[config.mk]
export PLATFORM = sky130hd
export DESIGN_NAME = hdmi_period_sched
export DESIGN_NICKNAME = d
export VERILOG_FILES = /design/src/rtl/hdmi_period_sched.sv
export SDC_FILE = /design/constraint.sdc
export NUM_CORES = 1
export LEC_CHECK = 0
export CORE_MARGIN = 2
export CORE_UTILIZATION = 50
export DETAILED_ROUTE_END_ITERATION = 8
export PLACE_DENSITY_LB_ADDON = 0.2
export SLEW_MARGIN = 20
export SYNTH_ARGS = -nofsm -noshare
export SYNTH_HDL_FRONTEND = slang
export SYNTH_SLANG_ARGS = --single-unit
[constraint.sdc]
create_clock -name clk_i -period 1.6 [get_ports clk_i]
set_input_delay 0.4 -clock clk_i [delete_from_list [all_inputs] [get_ports clk_i]]
set_output_delay 0.4 -clock clk_i [all_outputs]
set_load 0.03 [all_outputs]
[src/rtl/hdmi_period_sched.sv]
// ============================================================================
// Module  : hdmi_period_sched
// Purpose : Sequences HDMI TX link periods (control, video preamble, video
//           leading guard band, video data) ahead of the TMDS encoders.
//           The pixel/sync stream is delayed so the preamble and guard band
//           fit in front of every active line; lines whose blanking is too
//           short to hold the minimum control period are dropped.
// Rev     : 1.0  initial release
// ============================================================================
`default_nettype none

module hdmi_period_sched #(
  parameter int PX_WIDTH     = 8,
  parameter int PREAMBLE_LEN = 8,
  parameter int GB_LEN       = 2,
  parameter int MIN_CTL_LEN  = 12
) (
  input  logic                clk_i,
  input  logic                rst_n_i,
  input  logic                de_i,
  input  logic                hsync_i,
  input  logic                vsync_i,
  input  logic [PX_WIDTH-1:0] red_i,
  input  logic [PX_WIDTH-1:0] green_i,
  input  logic [PX_WIDTH-1:0] blue_i,
  output logic                de_o,
  output logic                hsync_o,
  output logic                vsync_o,
  output logic                preamble_o,
  output logic                gb_o,
  output logic [3:0]          ctl_o,
  output logic [PX_WIDTH-1:0] red_o,
  output logic [PX_WIDTH-1:0] green_o,
  output logic [PX_WIDTH-1:0] blue_o,
  output logic                blank_err_o
);

  // Insertion depth, pipeline length and required blanking.
  localparam int D         = PREAMBLE_LEN + GB_LEN;
  localparam int L         = D + 1;
  localparam int MIN_BLANK = MIN_CTL_LEN + D;
  localparam int CW        = $clog2(MIN_BLANK + 1);
  localparam int PCW       = $clog2(D + 1);
  localparam int DW        = 3 + 3 * PX_WIDTH;

  typedef enum logic [1:0] {
    ST_CTL = 2'd0,
    ST_PRE = 2'd1,
    ST_GB  = 2'd2,
    ST_VID = 2'd3
  } state_e;

  logic            de_prev_q;
  logic [CW-1:0]   blank_cnt_q;
  logic            start_q;
  logic            rej_q;
  logic [DW-1:0]   dl_q [L];
  state_e          state_q;
  logic [PCW-1:0]  phase_q;

  logic            rise_w;
  logic            blank_ok_w;
  logic            t_de_w;
  logic            t_hs_w;
  logic            t_vs_w;
  logic [PX_WIDTH-1:0] t_r_w;
  logic [PX_WIDTH-1:0] t_g_w;
  logic [PX_WIDTH-1:0] t_b_w;

  assign rise_w     = de_i & ~de_prev_q;
  assign blank_ok_w = (blank_cnt_q >= CW'(MIN_BLANK));

  // Oldest entry of the delay line, split back into its fields.
  assign {t_de_w, t_hs_w, t_vs_w, t_r_w, t_g_w, t_b_w} = dl_q[L-1];

  // Input side: blanking length measurement and rise classification.
  always_ff @(posedge clk_i or negedge rst_n_i) begin
    if (!rst_n_i) begin
      de_prev_q   <= 1'b0;
      blank_cnt_q <= '0;
      start_q     <= 1'b0;
      rej_q       <= 1'b0;
    end else begin
      de_prev_q <= de_i;
      if (de_i)
        blank_cnt_q <= '0;
      else if (!blank_ok_w)
        blank_cnt_q <= blank_cnt_q + 1'b1;
      start_q <= rise_w & blank_ok_w;
      rej_q   <= rise_w & ~blank_ok_w;
    end
  end

  // Delay line that makes room for the preamble and guard band.
  always_ff @(posedge clk_i or negedge rst_n_i) begin
    if (!rst_n_i) begin
      for (int i = 0; i < L; i++) dl_q[i] <= '0;
    end else begin
      dl_q[0] <= {de_i, hsync_i, vsync_i, red_i, green_i, blue_i};
      for (int i = 1; i < L; i++) dl_q[i] <= dl_q[i-1];
    end
  end

  // Output-side period FSM with registered outputs. A dropped line never
  // leaves CTL, so its delayed pixels are masked without extra state.
  always_ff @(posedge clk_i or negedge rst_n_i) begin
    if (!rst_n_i) begin
      state_q     <= ST_CTL;
      phase_q     <= '0;
      de_o        <= 1'b0;
      hsync_o     <= 1'b0;
      vsync_o     <= 1'b0;
      preamble_o  <= 1'b0;
      gb_o        <= 1'b0;
      ctl_o       <= 4'b0000;
      red_o       <= '0;
      green_o     <= '0;
      blue_o      <= '0;
      blank_err_o <= 1'b0;
    end else begin
      hsync_o     <= t_hs_w;
      vsync_o     <= t_vs_w;
      blank_err_o <= rej_q;
      de_o        <= 1'b0;
      preamble_o  <= 1'b0;
      gb_o        <= 1'b0;
      ctl_o       <= 4'b0000;
      red_o       <= '0;
      green_o     <= '0;
      blue_o      <= '0;
      case (state_q)
        ST_CTL: begin
          if (start_q) begin
            state_q    <= ST_PRE;
            phase_q    <= '0;
            preamble_o <= 1'b1;
            ctl_o      <= 4'b0001;
          end
        end
        ST_PRE: begin
          if (phase_q == PCW'(PREAMBLE_LEN - 1)) begin
            state_q <= ST_GB;
            phase_q <= '0;
            gb_o    <= 1'b1;
          end else begin
            phase_q    <= phase_q + 1'b1;
            preamble_o <= 1'b1;
            ctl_o      <= 4'b0001;
          end
        end
        ST_GB: begin
          if (phase_q == PCW'(GB_LEN - 1)) begin
            phase_q <= '0;
            if (t_de_w) begin
              state_q <= ST_VID;
              de_o    <= 1'b1;
              red_o   <= t_r_w;
              green_o <= t_g_w;
              blue_o  <= t_b_w;
            end else begin
              state_q <= ST_CTL;
            end
          end else begin
            phase_q <= phase_q + 1'b1;
            gb_o    <= 1'b1;
          end
        end
        default: begin
          if (t_de_w) begin
            de_o    <= 1'b1;
            red_o   <= t_r_w;
            green_o <= t_g_w;
            blue_o  <= t_b_w;
          end else begin
            state_q <= ST_CTL;
          end
        end
      endcase
    end
  end

endmodule

`default_nettype wire

==> results of run 1 <==
==> final timing paths <==
path                               to  slack [ns]  cells past startpoint
min in group asynchronous   dl_q[277]        0.33                      2
max in group asynchronous   dl_q[225]        0.56                      3
hold reg to reg              dl_q[58]        0.34                      0
setup / recovery           state_q[0]       -0.07                      6
setup reg to reg           state_q[0]       -0.07                      6
hold / removal              dl_q[294]        0.30                      1
==> kinds of logic after synthesis <==
logic type                 Yosys count
xor gates and xnor gates             2
other                                1
adders and majority gates            8
AOI/OAI and AO/OA                   21
DFF                                340
and+or+nand+nor                     59
buffers and inverters               13
==> metal layers <==
layer / GRT usage [%] / up-vias / routed length (microns)
met5: 0 / - / 0
met4: 5.158 / 0 / 392
met3: 3.166 / 41 / 787
met2: 24.21 / 128 / 6944
met1: 16.65 / 1877 / 4524
li1: - / 1630 / -
==> sequential cells by signal (all words and copies together) (netlist names) <==
name and count:
hsync_o 1, vsync_o 1, rej_q 1, dl_q 296
phase_q 4, start_q 1, ctl_o 1, blank_err_o 1
red_o 8, de_prev_q 1, blank_cnt_q 5, de_o 1
green_o 8, blue_o 8, state_q 2, gb_o 1
==> through the flow <==
stage / instances / total power [mW]
floorplan: 446 / 10.15
global placement: 739 / 10.66
detailed placement: 739 / 10.80
CTS: 803 / 18.32
global route: 806 / 19.04
finish: 806 / 18.23
==> cell type report <==
class                      count  area, sq um  area share [%]
clock buffer                  43        880.8           7.803
clock inverter                13        146.4           1.297
inverter                       6        25.02          0.2217
multi-input combinational     93        733.2           6.495
sequential                   340         8509           75.38
tap                          229        286.5           2.538
timing repair buffer          82        706.9           6.262
==> placed cells by master (no fill, tap or decap), types with 5 or more instances in the layout <==
cell type / synthesis / routed
buf_12: 0 / 5
clkbuf_1: 0 / 6
and2_1: 24 / 24
a21oi_1: 5 / 5
dfrtp_1: 340 / 339
clkdlybuf4s50_1: 0 / 27
clkbuf_16: 0 / 31
buf_2: 2 / 27
nor2_1: 7 / 6
nand2_1: 7 / 7
clkbuf_8: 0 / 6
clkinv_2: 0 / 8
buf_4: 4 / 16
==> timing repair <==
item	CTS	global route
hold buffers	1	0
buffers inserted	7	3
endpoints found under the setup margin	36	51
endpoints found under the hold margin	30	0
resized for setup	119	49
pin swaps	5	12
==> worst max-delay path, stage by stage, from the launching register on <==
cell and delay, ns:
dfrtp_1 0.43, buf_6 0.15, ha_4 0.18, nor4b_4 0.33, nor3_4 0.11, o21ai_1 0.22, o41ai_2 0.13
==> report_power, final <==
group | switching, mW | internal [mW]
logic | 0.971 | 0.705
registers | 0.203 | 9.10
clock network | 2.94 | 4.31
==> impl_metrics.json, run 1 <==
{
  "cts.clk_slew.worst_paths_ns": 0.06,
  "synth_compound_area_share_pct": 1.613,
  "worst_slack_ns": -0.07359,
  "area_growth_pct": 22.32,
  "io-pin-count": 63,
  "cts_buffers": 31,
  "status": "complete, but fails checks",
  "worstHoldPathType": "primary input to flip-flop",
  "start_kind": "flip-flop",
  "synthAdderAreaFrac_pct": 1.085,
  "min_from": "vsync_i",
  "synth_edf_count": 0,
  "design_area_sq_mm": 0.01129,
  "clock-sinks": 340,
  "muxShareOfSynthArea_pct": 0,
  "synth_cell_types": 43,
  "cts_root_buf": "clkbuf_16",
  "rsz0062_at_grt": "true",
  "fin_crit_sh_pct": 104.6,
  "antenna_found_initial": 0,
  "r2r_start": "state_q[0]",
  "yosysTopAreaCell": "dfrtp_1",
  "portBuffers": 59,
  "worstSetupPathType": "flip-flop to flip-flop",
  "grt_overflow": 0,
  "via_per_inst": 4.561,
  "netlist_top_cells_count": "dfrtp_1, and2_1, ha_1",
  "critical_path_required_ns": 2.00,
  "crit_path_max_fanout": 5,
  "design.core.area_sq_mm": 0.01802,
  "place_congestion": 0.7015,
  "cp-end-kind": "flip-flop",
  "synth.most_common_cell": "dfrtp_1",
  "synth_warnings": 0,
  "antennaDiodeCount": 0,
  "startpoint": "state_q[0]",
  "synth_top_area_share_pct": 92.19,
  "dpl-instance-area_sq_mm": 0.01022,
  "synthArstFlopShare_pct": 100.0,
  "die_area_sq_mm": 0.01956,
  "clock.fmax_mhz": 597.5,
  "cts_tree": "done",
  "synth_top_family_by_area": "simple AND/OR/NAND/NOR gates",
  "slew_violations": 0,
  "hold_viol_final": 0,
  "nets": 591,
  "ys_ff_latch": 340,
  "fp.dieH_microns": 139.9,
  "netlist_area_sq_mm": 0.009229,
  "power_leakage_nw": 5.262,
  "netlist_instances": 444,
  "synth.area.top_cells": "dfrtp_1, and2_1, ha_1",
  "preCtsSetupSlack_ns": -0.1511,
  "dr.pass1.iters": 4,
  "power_density_mw_per_mm2": 1615,
  "grt_pass1_vias": 4080,
  "ir_drop_v": 0.0008235,
  "n_fill_cell": 1219,
  "remaining_drc_errors": 0,
  "vias": 3676,
  "grt_usage_pct": 13.74,
  "fp.dieW_microns": 139.9,
  "synthFlopType": "dfrtp_1",
  "max_cap_viol_count": 0,
  "clock_skew_ns": 0.009365,
  "fin_util_pct": 62.63,
  "final.setup.tns_ns": -0.2237,
  "synth-seq-area-share_pct": 92.19,
  "grt_max_degree": 66,
  "synth-xor-area-share_pct": 0.1898,
  "clkLatencyLatePin_ns": 0.54,
  "drt_wl_total_microns": 12650,
  "violations": "negative setup slack",
  "grt_first_pass_wirelength_microns": 21130,
  "drive_gt1_share_pct": 21.66,
  "holdWs_ns": 0.3002,
  "hpwl_microns": 6039,
  "drtIter0Drc": 168,
  "avgSynthCellArea_sq_um": 20.79,
  "synthSimpleGateAreaFrac_pct": 4.081,
  "postRouteAntennaNets": 0,
  "wl_per_cell_microns": 15.69,
  "initial_utilization_pct": 51.20,
  "cts_htree_levels": 1,
  "post-route-min-period_ns": 1.674,
  "rows": 49,
  "setup_violations": 4,
  "clock_path_buffers": 3,
  "arrival_ns": 2.08
}
No activity file was read; power rests on OpenSTA's default activity.
==> inputs of run 2 (changes only) <==
--- a/config.mk
+++ b/config.mk
@@ -9,4 +9,5 @@
 export CORE_UTILIZATION = 50
 export DETAILED_ROUTE_END_ITERATION = 8
+export GPL_ROUTABILITY_DRIVEN = 1
 export PLACE_DENSITY_LB_ADDON = 0.2
 export SLEW_MARGIN = 20
==> constraint.sdc (replaced) <==
create_clock -name clk_i -period 1.6 [get_ports clk_i]
set_input_delay 0.16 -clock clk_i [delete_from_list [all_inputs] [get_ports clk_i]]
set_output_delay 0.16 -clock clk_i [all_outputs]
set_load 0.03 [all_outputs]
==> run 2 against run 1 <==
Net effect:
- the run still ends with negative setup slack left
- cell area is 0.36% higher
- sequential share of layout area is 0.28 points lower
- flip-flop and latch count stayed put
- critical path depth stayed put
- count of clock-buffer cells in the layout is 2 higher
- clock power is 2% lower
- final cell count is 0.37% lower
- largest power group unchanged
- clock skew is 0.00086 ns lower
- via count is 1.3% lower
- total power is 1.5% lower
- combinational power is 7% lower
==> impl_metrics.json, run 2 (synthesis results as in run 1) <==
{
  "initial_utilization_pct": 51.20,
  "grt_max_degree": 66,
  "wl_per_cell_microns": 14.45,
  "nets": 588,
  "grt_overflow": 0,
  "max_cap_viol_count": 0,
  "postRouteAntennaNets": 0,
  "hpwl_microns": 5763,
  "antenna_found_initial": 0,
  "power_leakage_nw": 5.313,
  "fp.dieW_microns": 139.9,
  "remaining_drc_errors": 0,
  "rows": 49,
  "fin_crit_sh_pct": 106.2,
  "clock_path_buffers": 3,
  "status": "complete, but fails checks",
  "via_per_inst": 4.521,
  "clock_skew_ns": 0.008503,
  "cts_root_buf": "clkbuf_16",
  "cts_tree": "done",
  "fp.dieH_microns": 139.9,
  "io-pin-count": 63,
  "ir_drop_v": 0.0007563,
  "clock-sinks": 340,
  "place_congestion": 0.6944,
  "setup_violations": 29,
  "clock.fmax_mhz": 588.6,
  "grt_pass1_vias": 3975,
  "layout_commonest_cell": "dfrtp_1",
  "slew_violations": 0,
  "area_growth_pct": 22.75,
  "worstHoldPathType": "primary input to flip-flop",
  "holdWs_ns": 0.06004,
  "grt_usage_pct": 12.58,
  "start_kind": "flip-flop",
  "drtIter0Drc": 227,
  "critical_path_required_ns": 2.03,
  "die_area_sq_mm": 0.01956,
  "arrival_ns": 2.13,
  "drt_wl_total_microns": 11600,
  "final.setup.tns_ns": -0.5903,
  "post-route-min-period_ns": 1.699,
  "hold_viol_final": 0,
  "rsz0062_at_grt": "true",
  "violations": "negative setup slack",
  "clkLatencyLatePin_ns": 0.53,
  "cts.clk_slew.worst_paths_ns": 0.07,
  "cts_htree_levels": 1,
  "power_density_mw_per_mm2": 1585,
  "finalPower_mw": 17.96,
  "vias": 3630,
  "worst_slack_ns": -0.09891,
  "portBuffers": 59,
  "worstSetupPathType": "flip-flop to flip-flop",
  "cp-end-kind": "flip-flop",
  "cts_buffers": 31,
  "grt_first_pass_wirelength_microns": 19830,
  "dr.pass1.iters": 4,
  "mostFrequentLayoutCells": "dfrtp_1, clkbuf_16, dlygate4sd2_1",
  "drive_gt1_share_pct": 15.16,
  "design.core.area_sq_mm": 0.01802,
  "largest_register_ffs": 296,
  "crit_path_max_fanout": 6,
  "largest-register": "dl_q",
  "antennaDiodeCount": 0
}
run 2: changes by cell type in the layout (fill, tap and decap cells not counted), moves of 2 or more:
| cell | previous run | this run |
|---|---|---|
| o21ai_1 | 2 | 4 |
| clkdlybuf4s15_2 | 4 | 0 |
| o21ai_2 | 2 | 0 |
| a21oi_1 | 5 | 3 |
| clkinv_2 | 8 | 6 |
| a21oi_2 | 0 | 2 |
| buf_4 | 16 | 12 |
| dlygate4sd2_1 | 0 | 31 |
| buf_2 | 27 | 0 |
run 2: path summary, 6_finish.rpt:
path	startpoint	to	slack, ns	cells past startpoint
max in group asynchronous	rst_n_i	dl_q[220]	0.73	3
setup / recovery	state_q[0]	phase_q[1]	-0.1	6
min in group asynchronous	rst_n_i	dl_q[290]	0.11	2
setup reg to reg	state_q[0]	phase_q[1]	-0.1	6
hold reg to reg	dl_q[254]	dl_q[227]	0.34	0
hold / removal	green_i[5]	dl_q[283]	0.06	1
run 2: repair_timing:
action                                  CTS  global route
pin swaps                                 2             6
buffers inserted                          2             7
endpoints found under the hold margin   306             0
hold buffers                              1             0
endpoints found under the setup margin   42            32
gates resized for setup                  39             8
run 2: area by class of cell:
cell class | count | area, sq um
inverter | 6 | 22.52
timing repair buffer | 79 | 779.5
multi-input combinational | 93 | 718.2
tap | 229 | 286.5
sequential | 340 | 8508
clock buffer | 45 | 898.4
clock inverter | 11 | 115.1
fill | 1219 | 6696
run 2: power breakdown:
part	total (mW)	internal, mW	leakage (nW)	switching [mW]
clock	7.12	4.21	0.501	2.91
combinational	1.56	0.640	0.767	0.922
sequential	9.28	9.10	4.05	0.177
run 2: worst max-delay path: stages (launching register included):
cell and delay [ns]:
dfrtp_1 0.40, inv_1 0.15, ha_4 0.19, and4bb_1 0.23, nor3_4 0.28, nand2_2 0.12, o31ai_2 0.22
run 2: metal layers:
| layer | up-vias | global-route usage (%) | part of all wire [%] |
|---|---|---|---|
| met3 | 34 | 3.200 | 5.9 |
| met2 | 114 | 19.90 | 49 |
| met4 | 0 | 5.316 | 3.1 |
| met5 | - | 0 | 0 |
| li1 | 1614 | - | - |
| met1 | 1868 | 16.97 | 42 |
run 2: per-stage QoR:
| step | setup slack [ns] | utilization (%) | cell area, sq um | cells |
|---|---|---|---|---|
| floorplan | 0.02274 | - | 9236 | 446 |
| global placement | 0.01764 | 56.62 | 10200 | 737 |
| detailed placement | -0.1447 | 56.62 | 10200 | 737 |
| CTS | -0.009108 | 62.38 | 11240 | 796 |
| global route | -0.1708 | 62.85 | 11330 | 803 |
| finish | -0.09891 | 62.85 | 11330 | 803 |
==> inputs of run 3 (changes only) <==
==> constraint.sdc (replaced) <==
create_clock -name clk_i -period 1.6 [get_ports clk_i]
set_input_delay 0.24 -clock clk_i [delete_from_list [all_inputs] [get_ports clk_i]]
set_output_delay 0.24 -clock clk_i [all_outputs]
set_load 0.03 [all_outputs]
==> run 3 against run 2 <==
Net effect:
- the run still ends with negative setup slack left
- fmax grew 4.7%
- first-iteration DRC count fell by 37%
- wire length rose by 1.2%
- combinational power grew 10%
- cell area is 1.5% higher
- largest power group unchanged
- sequential share of layout area fell by 1.1 points
==> impl_metrics.json, run 3 (synthesis results as in run 1) <==
{
  "cts_root_buf": "clkbuf_16",
  "ir_drop_v": 0.001073,
  "rsz0062_at_grt": "true",
  "mostFrequentLayoutCells": "dfrtp_1, clkbuf_16, dlygate4sd2_1",
  "via_per_inst": 4.575,
  "remaining_drc_errors": 0,
  "grt_overflow": 0,
  "nets": 592,
  "layout_commonest_cell": "dfrtp_1",
  "wl_per_cell_microns": 14.51,
  "postRouteAntennaNets": 0,
  "n_fill_cell": 1212,
  "cts.clk_slew.worst_paths_ns": 0.06,
  "clock_skew_ns": 0.01184,
  "setup_violations": 2,
  "power_leakage_nw": 5.394,
  "arrival_ns": 2.10,
  "dr.pass1.iters": 4,
  "final.setup.tns_ns": -0.04058,
  "vias": 3701,
  "largest-register": "dl_q",
  "cp-end-kind": "flip-flop",
  "start_kind": "flip-flop",
  "clkLatencyLatePin_ns": 0.55,
  "die_area_sq_mm": 0.01956,
  "fin_util_pct": 63.82,
  "worstSetupPathType": "flip-flop to flip-flop",
  "place_congestion": 0.7057,
  "grt_max_degree": 55,
  "clock.fmax_mhz": 616.1,
  "grt_pass1_vias": 4053,
  "io-pin-count": 63,
  "power_density_mw_per_mm2": 1621,
  "cts_tree": "done",
  "drive_gt1_share_pct": 17.41,
  "crit_path_max_fanout": 5,
  "fin_crit_sh_pct": 101.4,
  "fp.dieW_microns": 139.9,
  "max_cap_viol_count": 0,
  "drt_wl_total_microns": 11740,
  "grt_first_pass_wirelength_microns": 19690,
  "cts_htree_levels": 1,
  "post-route-min-period_ns": 1.623,
  "worst_slack_ns": -0.02320,
  "largest_register_ffs": 296,
  "grt_usage_pct": 12.52,
  "initial_utilization_pct": 51.20,
  "place_inst": 738,
  "clock_path_buffers": 3,
  "violations": "negative setup slack",
  "drtIter0Drc": 144,
  "area_growth_pct": 24.65,
  "rows": 49,
  "antennaDiodeCount": 0,
  "finalNonFillerCells": 809,
  "hold_viol_final": 0,
  "design.core.area_sq_mm": 0.01802,
  "critical_path_required_ns": 2.08,
  "status": "complete, but fails checks",
  "hpwl_microns": 5735,
  "portBuffers": 59,
  "slew_violations": 0,
  "cts_buffers": 31,
  "worstHoldPathType": "primary input to flip-flop",
  "fp.dieH_microns": 139.9,
  "antenna_found_initial": 0,
  "clock-sinks": 340
}
==> run 3: changes by cell type in the layout (fill, tap and decap cells not counted), sizes merged <==
cell | before | now
clkinv | 7 | 9
bufinv | 2 | 4
clkbuf | 45 | 44
buf | 20 | 23
==> run 3: layout make-up <==
class | instances | area, sq um | area share, %
sequential | 340 | 8509 | 73.97
multi-input combinational | 93 | 754.5 | 6.559
clock buffer | 43 | 910.9 | 7.918
inverter | 6 | 22.52 | 0.1958
timing repair buffer | 83 | 823.3 | 7.157
tap | 229 | 286.5 | 2.491
clock inverter | 15 | 196.4 | 1.708
==> run 3: metrics by stage <==
step                hold slack, ns  setup WS (ns)  total power [mW]  area (sq um)
floorplan                 -0.05559        0.02274             10.15          9236
detailed placement          0.1814        -0.1349             10.80         10210
global route                0.1035        -0.1352             19.44         11500
CTS                         0.1051       -0.02581             18.66         11380
finish                      0.1294       -0.02320             18.64         11500
global placement            0.1730        0.01949             10.66         10210
==> run 3: final timing paths <==
check                      startpoint    endpoint  slack [ns]  cells after the start
max                        state_q[1]  state_q[1]       -0.02                      6
min                        green_i[5]   dl_q[283]        0.13                      1
max reg2reg                state_q[1]  state_q[1]       -0.02                      6
min reg2reg                 dl_q[268]   dl_q[241]        0.34                      0
max in group asynchronous     rst_n_i   dl_q[222]        0.66                      3
min in group asynchronous     rst_n_i   dl_q[277]        0.19                      2
==> run 3: timing repair <==
item | 4_1_cts | 5_1_grt
hold buffers | 1 | 0
setup endpoints to repair | 61 | 31
endpoints found under the hold margin | 81 | 0
pin swaps | 5 | 7
resized for setup | 41 | 14
buffers inserted | 6 | 6
cloned | 0 | 1
==> run 3: critical path, stage by stage (launching register included) <==
cell and delay (ns):
dfrtp_1 0.40, inv_2 0.08, ha_4 0.19, nor4b_4 0.35, nor3_4 0.11, a2111o_1 0.35
o21ai_1 0.08
==> run 3: per-layer routing <==
layer,routed length (microns),GRT usage [%],part of all wire (%),vias up
li1,-,-,-,1626
met1,4479,16.11,38,1931
met2,6334,20.77,54,118
met3,667,2.959,5.7,26
met4,255,5.263,2.2,0
met5,0,0,0,-
==> run 3: report_power, final <==
part | total [mW] | internal [mW] | switching [mW]
clock | 7.63 | 4.63 | 2.99
sequential | 9.30 | 9.10 | 0.198
combinational | 1.72 | 0.761 | 0.956
total | 18.6 | 14.5 | 4.15
